<file path="src/rtl/rom_load_sequencer_pkg.sv">
// Shared ROM download constants: ioctl indexes, TMNT region map and sequencer state encoding.
package rom_load_sequencer_pkg;

  localparam int ADDR_W = 25;
  localparam int DATA_W = 16;
  localparam int CNT_W  = 8;

  localparam logic [7:0] IOCTL_IDX_ROM   = 8'd0;
  localparam logic [7:0] IOCTL_IDX_NVRAM = 8'd4;

  // TMNT map: program ROM in SDRAM, tile/sprite/sound ROMs in BRAM.
  localparam int                          TMNT_NREG     = 4;
  localparam logic [TMNT_NREG*ADDR_W-1:0] TMNT_BOUNDS   = {25'h100000, 25'h0C0000, 25'h080000, 25'h040000};
  localparam logic [TMNT_NREG-1:0]        TMNT_SDR_MASK = 4'b0001;

  typedef enum logic [1:0] {
    ST_IDLE,
    ST_ISSUE,
    ST_GAP,
    ST_SDRW
  } seq_state_t;

endpackage

</file>
<file path="src/rtl/rom_load_sequencer_region_decode.sv">
// Combinational address decode: lowest region whose exclusive end exceeds the address.
// Zero latency; o_hit clears when the address lies past the last bound.
module rom_region_decode
  import rom_load_sequencer_pkg::*;
#(
  parameter int                     NREG   = 4,
  parameter logic [NREG*ADDR_W-1:0] BOUNDS = '0
) (
  input  logic [ADDR_W-1:0] i_addr,
  output logic [NREG-1:0]   o_sel,
  output logic [ADDR_W-1:0] o_base,
  output logic              o_hit
);

  logic [ADDR_W-1:0] w_lo;
  logic              w_found;

  always_comb begin
    o_sel   = '0;
    o_base  = '0;
    w_found = 1'b0;
    w_lo    = '0;
    for (int i = 0; i < NREG; i++) begin
      if (!w_found && (i_addr < BOUNDS[i*ADDR_W +: ADDR_W])) begin
        w_found  = 1'b1;
        o_sel[i] = 1'b1;
        o_base   = w_lo;
      end
      w_lo = BOUNDS[i*ADDR_W +: ADDR_W];
    end
  end

  assign o_hit = w_found;

endmodule

</file>
<file path="src/rtl/rom_load_sequencer.sv">
// HPS ioctl word -> region-relative load strobe; load_we one cycle after an accepted ioctl_wr.
// Registered ioctl_wait stalls the HPS until the BRAM gap expires or the SDRAM ack arrives.
module rom_load_sequencer
  import rom_load_sequencer_pkg::*;
#(
  parameter int                     NREG      = 4,
  parameter logic [NREG*ADDR_W-1:0] BOUNDS    = '0,
  parameter logic [NREG-1:0]        SDR_MASK  = NREG'(1),
  parameter int                     BR_GAP    = 3,
  parameter logic [7:0]             ROM_INDEX = 8'd0
) (
  input  logic              clk,
  input  logic              nRESET,
  input  logic              ioctl_download,
  input  logic [7:0]        ioctl_index,
  input  logic              ioctl_wr,
  input  logic [ADDR_W-1:0] ioctl_addr,
  input  logic [DATA_W-1:0] ioctl_dout,
  output logic              ioctl_wait,
  output logic              load_we,
  output logic [NREG-1:0]   load_sel,
  output logic [ADDR_W-1:0] load_addr,
  output logic [DATA_W-1:0] load_data,
  output logic              sdr_req,
  input  logic              sdr_ack,
  output logic              load_done,
  output logic              err_oob,
  output logic              err_ovr
);

  seq_state_t        r_state;
  logic [CNT_W-1:0]  r_cnt;
  logic              r_active_q;
  logic              r_wait;
  logic              r_we;
  logic              r_req;
  logic              r_done;
  logic              r_done_pend;
  logic              r_err_oob;
  logic              r_err_ovr;
  logic [NREG-1:0]   r_sel;
  logic [ADDR_W-1:0] r_addr;
  logic [ADDR_W-1:0] r_base;
  logic [DATA_W-1:0] r_data;

  logic              w_active;
  logic              w_rise;
  logic              w_fall;
  logic              w_wr;
  logic [NREG-1:0]   w_sel;
  logic [ADDR_W-1:0] w_base;
  logic              w_hit;

  assign w_active = ioctl_download && (ioctl_index == ROM_INDEX);
  assign w_rise   = w_active && !r_active_q;
  assign w_fall   = !w_active && r_active_q;
  assign w_wr     = ioctl_wr && w_active;

  rom_region_decode #(
    .NREG   (NREG),
    .BOUNDS (BOUNDS)
  ) u_decode (
    .i_addr (ioctl_addr),
    .o_sel  (w_sel),
    .o_base (w_base),
    .o_hit  (w_hit)
  );

  always_ff @(posedge clk or negedge nRESET) begin
    if (!nRESET) begin
      r_state     <= ST_IDLE;
      r_cnt       <= '0;
      r_active_q  <= 1'b0;
      r_wait      <= 1'b0;
      r_we        <= 1'b0;
      r_req       <= 1'b0;
      r_done      <= 1'b0;
      r_done_pend <= 1'b0;
      r_err_oob   <= 1'b0;
      r_err_ovr   <= 1'b0;
      r_sel       <= '0;
      r_addr      <= '0;
      r_base      <= '0;
      r_data      <= '0;
    end else begin
      r_active_q <= w_active;
      r_we       <= 1'b0;
      r_done     <= 1'b0;
      if (w_rise) begin
        r_err_oob <= 1'b0;
        r_err_ovr <= 1'b0;
      end
      case (r_state)
        ST_IDLE: begin
          if (r_done_pend) begin
            r_done      <= 1'b1;
            r_done_pend <= 1'b0;
          end
          if (w_wr) begin
            if (w_hit) begin
              r_sel   <= w_sel;
              r_addr  <= ioctl_addr;
              r_base  <= w_base;
              r_data  <= ioctl_dout;
              r_we    <= 1'b1;
              r_wait  <= 1'b1;
              r_cnt   <= CNT_W'(BR_GAP - 1);
              r_state <= ST_ISSUE;
            end else begin
              r_err_oob <= 1'b1;
            end
          end
        end
        // The issue cycle counts toward the BRAM gap, giving BR_GAP+1 accept spacing.
        ST_ISSUE: begin
          if (|(r_sel & SDR_MASK)) begin
            r_req   <= 1'b1;
            r_state <= ST_SDRW;
          end else if (r_cnt == '0) begin
            r_wait  <= 1'b0;
            r_state <= ST_IDLE;
          end else begin
            r_cnt   <= r_cnt - 1'b1;
            r_state <= ST_GAP;
          end
        end
        ST_GAP: begin
          if (r_cnt == '0) begin
            r_wait  <= 1'b0;
            r_state <= ST_IDLE;
          end else begin
            r_cnt <= r_cnt - 1'b1;
          end
        end
        ST_SDRW: begin
          if (sdr_ack) begin
            r_req   <= 1'b0;
            r_wait  <= 1'b0;
            r_state <= ST_IDLE;
          end
        end
        default: r_state <= ST_IDLE;
      endcase
      if (w_wr && (r_state != ST_IDLE)) begin
        r_err_ovr <= 1'b1;
      end
      if (w_fall) begin
        r_done_pend <= 1'b1;
      end
    end
  end

  assign ioctl_wait = r_wait;
  assign load_we    = r_we;
  assign load_sel   = r_sel;
  assign load_addr  = r_addr - r_base;
  assign load_data  = r_data;
  assign sdr_req    = r_req;
  assign load_done  = r_done;
  assign err_oob    = r_err_oob;
  assign err_ovr    = r_err_ovr;

endmodule

</file>
<file path="config.mk">
export PLATFORM = sky130hd
export DESIGN_NAME = rom_load_sequencer
export DESIGN_NICKNAME = d
export VERILOG_FILES = /design/src/rtl/rom_load_sequencer_pkg.sv /design/src/rtl/rom_load_sequencer_region_decode.sv /design/src/rtl/rom_load_sequencer.sv
export SDC_FILE = /design/constraint.sdc
export NUM_CORES = 1
export LEC_CHECK = 0
export ABC_AREA = 1
export CORE_MARGIN = 2
export CORE_UTILIZATION = 32
export CTS_BUF_LIST = sky130_fd_sc_hd__clkbuf_8
export CTS_CLUSTER_SIZE = 24
export DETAILED_ROUTE_END_ITERATION = 10
export GPL_TIMING_DRIVEN = 0
export PLACE_DENSITY = 0.84
export SYNTH_ARGS = -nofsm -noshare
export SYNTH_HDL_FRONTEND = slang
export SYNTH_SLANG_ARGS = --single-unit
</file>
<file path="constraint.sdc">
create_clock -name clk -period 1.4 [get_ports clk]
set_input_delay 0.28 -clock clk [delete_from_list [all_inputs] [get_ports clk]]
set_output_delay 0.28 -clock clk [all_outputs]
set_load 0.005 [all_outputs]
</file>
==> results.txt, run 1 <==
----------------------------------------------------
[Synthesis]
  Top cell type by total area after synthesis ... sky130_fd_sc_hd__buf_4
  Fraction of synthesis flops using an asynchronous set or reset pin ... between 90% and 100%
  Area fraction of the dominant cell type after synthesis ... between 30% and 40%
  Share of the yosys chip area belonging to registers ... 30.8%
  Post-synthesis cell type count ... 22
  Synthesized area per cell ... between 7 and 8 um2
  Cell count after synthesis ... 143
  Post-synth top flop ... sky130_fd_sc_hd__dfrtp_1
  Netlist area before placement ... roughly 1100 um2
  Top cells by count, synth ... 48 x sky130_fd_sc_hd__buf_4, 32 x sky130_fd_sc_hd__nand2_1, 14 x sky130_fd_sc_hd__dfrtp_1, 9 x sky130_fd_sc_hd__inv_1, 8 x sky130_fd_sc_hd__o21ai_1
  Most instantiated library cell after synthesis ... sky130_fd_sc_hd__buf_4
  Post-synthesis register bit count ... 14
  Synth Warn # ... 0
  Cell types with the largest area share after synthesis ... sky130_fd_sc_hd__buf_4 32%, sky130_fd_sc_hd__dfrtp_1 31%, sky130_fd_sc_hd__nand2_1 11%, sky130_fd_sc_hd__o21ai_1 3.5%, sky130_fd_sc_hd__inv_1 3.0%
  EDFF count, synth ... 0

[Clock tree]
  Library cell used as clock root buffer ... sky130_fd_sc_hd__clkbuf_8
  Clock net sink count ... 14
  TritonCTS clock tree ... built
  Clock slew at reported path FFs ... roughly 0.06 ns
  Total CTS buffers ... 3
  Htree depth ... 1
  Hold bufs inserted after CTS ... 0
  Clock latency of the later-clocked register in the worst-skew pair ... 0.24 ns
  Number of buffers on the longest clock path ... 2

[Worst setup path]
  Data required time of the worst path ... approximately 1.1 ns
  Cell type of the slowest stage on the worst timing path ... sky130_fd_sc_hd__clkdlybuf4s50_1
  Type of origin of the critical path ... flop
  Crit Path Max Fanout ... 1
  Setup Crit Path Kind ... flop to output port
  Worst stage delay on the critical path ... about 0.48 ns
  Crit path arrival time ... roughly 1.0 ns
  Kind of cell adding the most delay to the critical path ... buffers and inverters
  Number of buffers and inverters on the critical path ... 1
  Sequence of cells on the critical path ... clkdlybuf4s50_1
  Endpoint kind of the worst setup timing path ... output port

[Die]
  Core outline area ... approximately 3400 um2
  Chip height ... about 64 um
  Total number of placement rows ... 21
  Effective utilization at floorplan ... 33.6%
  IO Count ... roughly 110
  Die outline area ... around 4100 um2
  Die width ... roughly 64 um

[Pwr]
  Sw Pwr ... between 0.0002 and 0.00025 W
  Power per cell area ... about 600 nW/um2
  Cell internal power dissipation ... ~0.00077 W
  Cell leakage power ... between 0.9 and 1 nW
  Logic pwr share ... a little under a fifth
  Clock share of power ... approximately two fifths
  Maximum resistive drop on vdd ... roughly 250 uV
  Share of power burned in registers ... 41.8%
  Switching portion of total power ... approximately a fifth

[Place]
  Count of buffers inserted at the top-level ports ... 14
  Setup WS pre-CTS ... -0.109 ns
  Half-perimeter wire length after detailed placement ... roughly 1.6 mm
  Routability-driven placement congestion ratio ... 0.815
  Inst Count DP ... 250

[Route]
  DRT antenna net count ... 0
  Wire length on met2 ... ~1.1 mm
  Post-detailed-routing wire length ... a little under 2 mm
  Highest metal layer used by the detailed router ... met4
  DR DRC count ... 0
  Routed wire length on met3 ... ~130 um
  Pre-Repair DR Iteration Count ... 4
  Initial DRC Count ... 29
  M1 wire length ... roughly 730 um
  Vias ... roughly 900
  Routed vias/inst ... 3.51
  Per-cell routed wire length ... approximately 7.7 um

[Timing]
  Final period util ... between 90% and 100%
  Hold violation count in the final report ... 0
  Worst slew margin relative to its limit ... ~60%
  Number of max-slew violations in the final report ... 0
  Highest Clock Rate ... approximately 760 MHz
  Post-route clock skew ... 0.00144 ns
  Slew at the pin closest to its max-slew limit ... a little under 0.6 ns
  Post-route worst hold slack ... ~0.4 ns
  Final Critical Period ... approximately 1.3 ns
  Setup-violating endpoint count in the final report ... 0
  Crit path setup slack, layout ... 0.0766 ns

[Cells and area]
  Number of nets in the final layout ... about 270
  Number of fill cells in the layout ... between 300 and 400
  Antenna fix cells ... 0
  Share of cells above drive strength 1 ... between 30% and 40%
  Combined flip-flop and latch cell area ... ~350 um2
  Area delta synth->final ... 39.1%
  Multi-input gate area in the final layout ... 563 um2
  Non-filler instance count after layout ... around 260

[Flow run]
  MaxCap Viol Count ... 0

[Global routing]
  Pin count of the biggest net entering global routing ... 15
  Total routing resource utilization after global routing ... about a tenth
  Initial antenna violation count ... 0
  Via count of the first global-routing pass ... 758
  First-pass GRT wire length ... approximately 3.1 mm
  Gr ovfl total ... 0

[Run status]
  Status ... finished clean

[Worst hold path]
  Worst hold-check path type ... input pin to asynchronous set/reset pin

----------------------------------------------------
==> logic make-up (layout without fill, tap and decap cells) <==
family	after synthesis	count (layout)	share of synthesized area, %
AOI/OAI and AO/OA	9	9	4.95
DFF	14	14	30.8
xor gates and xnor gates	1	1	0.769
and+or+nand+nor	57	57	25.7
adders and majority gates	2	2	2.20
other	1	48	0.329
buffers and inverters	59	79	35.3
==> metal layers <==
metal	up-vias	track usage [%]
met4	0	5.71
li1	484	-
met2	36	19.1
met1	376	9.81
met3	2	2.68
met5	-	0
==> through the flow <==
step           setup TNS, ns  power [W]  utilization, %  instance area (um2)
2_1_floorplan              0   0.000546               -                 1320
3_3_place_gp          -0.282   0.000586            44.6                 1510
3_5_place_dp          -0.303   0.000588            44.6                 1510
4_1_cts                    0   0.000983            46.2                 1570
5_1_grt             -0.00743    0.00103            46.7                 1580
6_report                   0   0.000974            46.7                 1580
==> path summary, 6_finish.rpt <==
path / start / end / slack (ns) / depth (start not counted)
hold reg to reg: err_ovr$_DFFE_PN0P_ / err_ovr$_DFFE_PN0P_ / 0.47 / 2
setup / recovery: load_done$_DFF_PN0_ / load_done / 0.08 / 1
setup reg to reg: r_cnt[0]$_DFFE_PN0P_ / r_cnt[3]$_DFFE_PN0P_ / 0.11 / 7
min in group clk: err_ovr$_DFFE_PN0P_ / err_ovr$_DFFE_PN0P_ / 0.47 / 2
hold / removal: nRESET / r_cnt[0]$_DFFE_PN0P_ / 0.41 / 1
max in group asynchronous: nRESET / load_done$_DFF_PN0_ / 0.60 / 1
==> registers in the layout (all words and copies together), names as in the netlist <==
signal and flops:
r_state 1, err_ovr 1, r_done_pend 1, r_active_q 1, load_done 1, err_oob 1
r_cnt 8
==> power by group through the flow <==
stage                     Combinational, W  Clock [W]  Sequential (W)
after floorplan                   0.000131          0        0.000414
after global placement            0.000172          0        0.000414
after detailed placement          0.000174          0        0.000414
after CTS                         0.000173   0.000403        0.000407
after global routing              0.000196   0.000424        0.000407
final                             0.000178   0.000388        0.000407
==> repair_timing <==
item | CTS | global route
gates cloned | 0 | 0
pin swaps | 0 | 1
setup endpoints to repair | 1 | 7
endpoints found under the hold margin | 0 | 0
setup buffers | 0 | 2
resized for setup | 1 | 1
==> final cells by class <==
type	count	share of cell area [%]
Sequential cell	14	22.1
Buffer	48	22.7
Clock buffer	4	3.48
Multi-Input combinational cell	117	35.5
Tap cell	46	3.63
Timing Repair Buffer	16	9.87
Inverter	11	2.61
==> cells in the final DEF (no fill, tap or decap), drive strengths merged, types with 2 or more instances in the layout <==
cell type / n
clkbuf: 4
nand3: 4
inv: 11
conb: 48
o21ai: 9
buf: 50
dfrtp: 14
nor2: 12
nand2: 34
nand4: 4
ha: 2
clkdlybuf4s50: 12
No activity file was read; power rests on OpenSTA's default activity.
==> run 2, diff against run 1 <==
Settings changed: HOLD_SLACK_MARGIN set to 0.15.
==> results of run 2 <==
Final layout, timing and power as in run 1 (identical DEF).
==> run 3, diff against run 2 <==
Settings changed: CORE_ASPECT_RATIO set to 0.75, CORE_MARGIN 2 to unset.
==> run 3 against run 2 <==
  * Via count down 1.3%
  * Cell area down 0.71%
  * Final cell count down 2.7%
  * Largest power group unchanged
  * Highest routed layer unchanged
==> results.txt, run 3 (synthesis results as in run 1) <==
----------------------------------------------------
[Clock tree]
  TritonCTS clock tree ... built
  Number of buffers on the longest clock path ... 2
  Htree depth ... 1
  Library cell used as clock root buffer ... sky130_fd_sc_hd__clkbuf_8
  Clock net sink count ... 14
  Clock slew at reported path FFs ... roughly 0.06 ns
  Hold bufs inserted after CTS ... 0
  Clock latency of the later-clocked register in the worst-skew pair ... roughly 0.25 ns
  Total CTS buffers ... 3

[Cells and area]
  Most flops, register ... r_cnt
  Area delta synth->final ... 38.1%
  Number of nets in the final layout ... approximately 270
  Number of flip-flops in the largest register ... 8
  Antenna fix cells ... 0
  Final cell utilization of the core ... 47.2%
  Commonest cells after routing, fill and taps aside ... 49 x sky130_fd_sc_hd__buf_4, 48 x sky130_fd_sc_hd__conb_1, 32 x sky130_fd_sc_hd__nand2_1
  Most common cell after layout, fill and taps aside ... sky130_fd_sc_hd__buf_4
  Share of cells above drive strength 1 ... 31.1%
  Final non-filler cell area ... 1570 um2
  Number of fill cells in the layout ... 332

[Timing]
  Highest Clock Rate ... between 700 and 800 MHz
  Worst slew margin relative to its limit ... ~60%
  Setup-violating endpoint count in the final report ... 0
  Post-route worst hold slack ... between 0.4 and 0.5 ns
  Slew at the pin closest to its max-slew limit ... 0.616 ns
  Number of max-slew violations in the final report ... 0
  Hold violation count in the final report ... 0
  Final Critical Period ... around 1.3 ns
  Final period util ... 94.9%
  Setup repair after global routing missed its margin ... false
  Post-route clock skew ... just under 0.002 ns

[Route]
  Post-detailed-routing wire length ... between 1.5 and 2 mm
  Vias ... 886
  DR DRC count ... 0
  Pre-Repair DR Iteration Count ... 6
  DRT antenna net count ... 0
  Per-cell routed wire length ... a little under 8 um
  Routed vias/inst ... between 3 and 4
  Initial DRC Count ... 29

[Global routing]
  Initial antenna violation count ... 0
  First-pass GRT wire length ... about 2.9 mm
  Total routing resource utilization after global routing ... 10.2%
  Via count of the first global-routing pass ... just under 700
  Pin count of the biggest net entering global routing ... 15
  Gr ovfl total ... 0

[Die]
  Total number of placement rows ... 18
  Chip height ... 53.7 um
  Core outline area ... ~3300 um2
  Effective utilization at floorplan ... 34.2%
  Die outline area ... around 3800 um2
  IO Count ... 105
  Die width ... 70.9 um

[Pwr]
  Clock share of power ... approximately two fifths
  Logic pwr share ... a little under a fifth
  Cell internal power dissipation ... roughly 0.00077 W
  Power per cell area ... 626 nW/um2
  Maximum resistive drop on vdd ... 570 uV
  Power, Total ... slightly below 0.001 W
  Cell leakage power ... about 0.98 nW
  Share of power burned in registers ... approximately two fifths
  Switching portion of total power ... 21.7%
  Sw Pwr ... around 0.00021 W

[Worst setup path]
  Kind of cell adding the most delay to the critical path ... buffers and inverters
  Type of origin of the critical path ... flop
  Flop2flop setup slack ... approximately 0.090 ns
  Depth of the worst register-to-register path ... 7
  Data required time of the worst path ... between 1 and 1.5 ns
  Endpoint kind of the worst setup timing path ... output port
  R2r startpoint ... r_cnt[0]$_DFFE_PN0P_
  Sequence of cells on the critical path ... clkdlybuf4s50_1
  R2R Path End ... r_cnt[3]$_DFFE_PN0P_
  Origin of the worst setup path ... load_done$_DFF_PN0_
  Cell type of the slowest stage on the worst timing path ... sky130_fd_sc_hd__clkdlybuf4s50_1
  Setup Crit Path Kind ... flop to output port
  Crit path arrival time ... 1.05 ns
  Worst stage delay on the critical path ... ~0.49 ns
  Crit Path Max Fanout ... 1
  Number of buffers and inverters on the critical path ... 1

[Place]
  Half-perimeter wire length after detailed placement ... approximately 1.6 mm
  Routability-driven placement congestion ratio ... a little over 0.8
  Count of buffers inserted at the top-level ports ... 14
  Post-placement cell area ... 1510 um2

[Flow run]
  MaxCap Viol Count ... 0

[Run status]
  Status ... finished clean

[Worst hold path]
  Worst hold-check path type ... input pin to asynchronous set/reset pin

----------------------------------------------------
==> run 3: per-stage QoR <==
stage | instances | worst slack, ns | TNS, ns
final | 249 | 0.0717 | 0
after global routing | 249 | 0.00254 | 0
after CTS | 248 | 0.00617 | 0
after detailed placement | 244 | -0.0862 | -0.224
after global placement | 244 | -0.0691 | -0.190
after floorplan | 190 | 0.189 | 0
==> run 3: per-layer routing <==
layer,part of all wire [%],global-route usage [%],wire (um)
met1,41,12.1,793
met2,51,17.1,991
met3,6.2,3.93,121
met4,1.7,4.00,32
met5,0,0,0
==> run 3: how the worst max path moves through the flow <==
stage	endpoint	slack [ns]	depth (start not counted)
final	load_done	0.07	1
after global routing	r_cnt[2]$_DFFE_PN0P_	0.003	6
after CTS	err_ovr	0.006	1
after detailed placement	err_ovr$_DFFE_PN0P_	-0.09	5
after global placement	err_oob$_DFF_PN0_	-0.07	5
after floorplan	r_cnt[5]$_DFFE_PN0P_	0.19	7
==> run 3: layout make-up <==
class / instances / area (um2) / share of cell area [%]
Timing Repair Buffer: 15 / 153 / 9.71
Sequential cell: 14 / 350 / 22.3
Tap cell: 40 / 50.0 / 3.18
Clock buffer: 4 / 55.1 / 3.50
Multi-Input combinational cell: 117 / 563 / 35.8
Buffer: 48 / 360 / 22.9
Inverter: 11 / 41.3 / 2.63
==> run 3: power by group through the flow <==
stage	Combinational (W)	Clock, W	Sequential [W]
floorplan	0.000131	0	0.000414
global placement	0.000172	0	0.000414
detailed placement	0.000173	0	0.000414
CTS	0.000173	0.000407	0.000407
global route	0.000202	0.000436	0.000407
finish	0.000179	0.000398	0.000407
==> run 3: repair_timing <==
item / 4_1_cts / 5_1_grt
endpoints found under the setup margin: 0 / 4
hold endpoints to repair: 0 / 0
resized for setup: 0 / 2
buffers inserted: 0 / 1
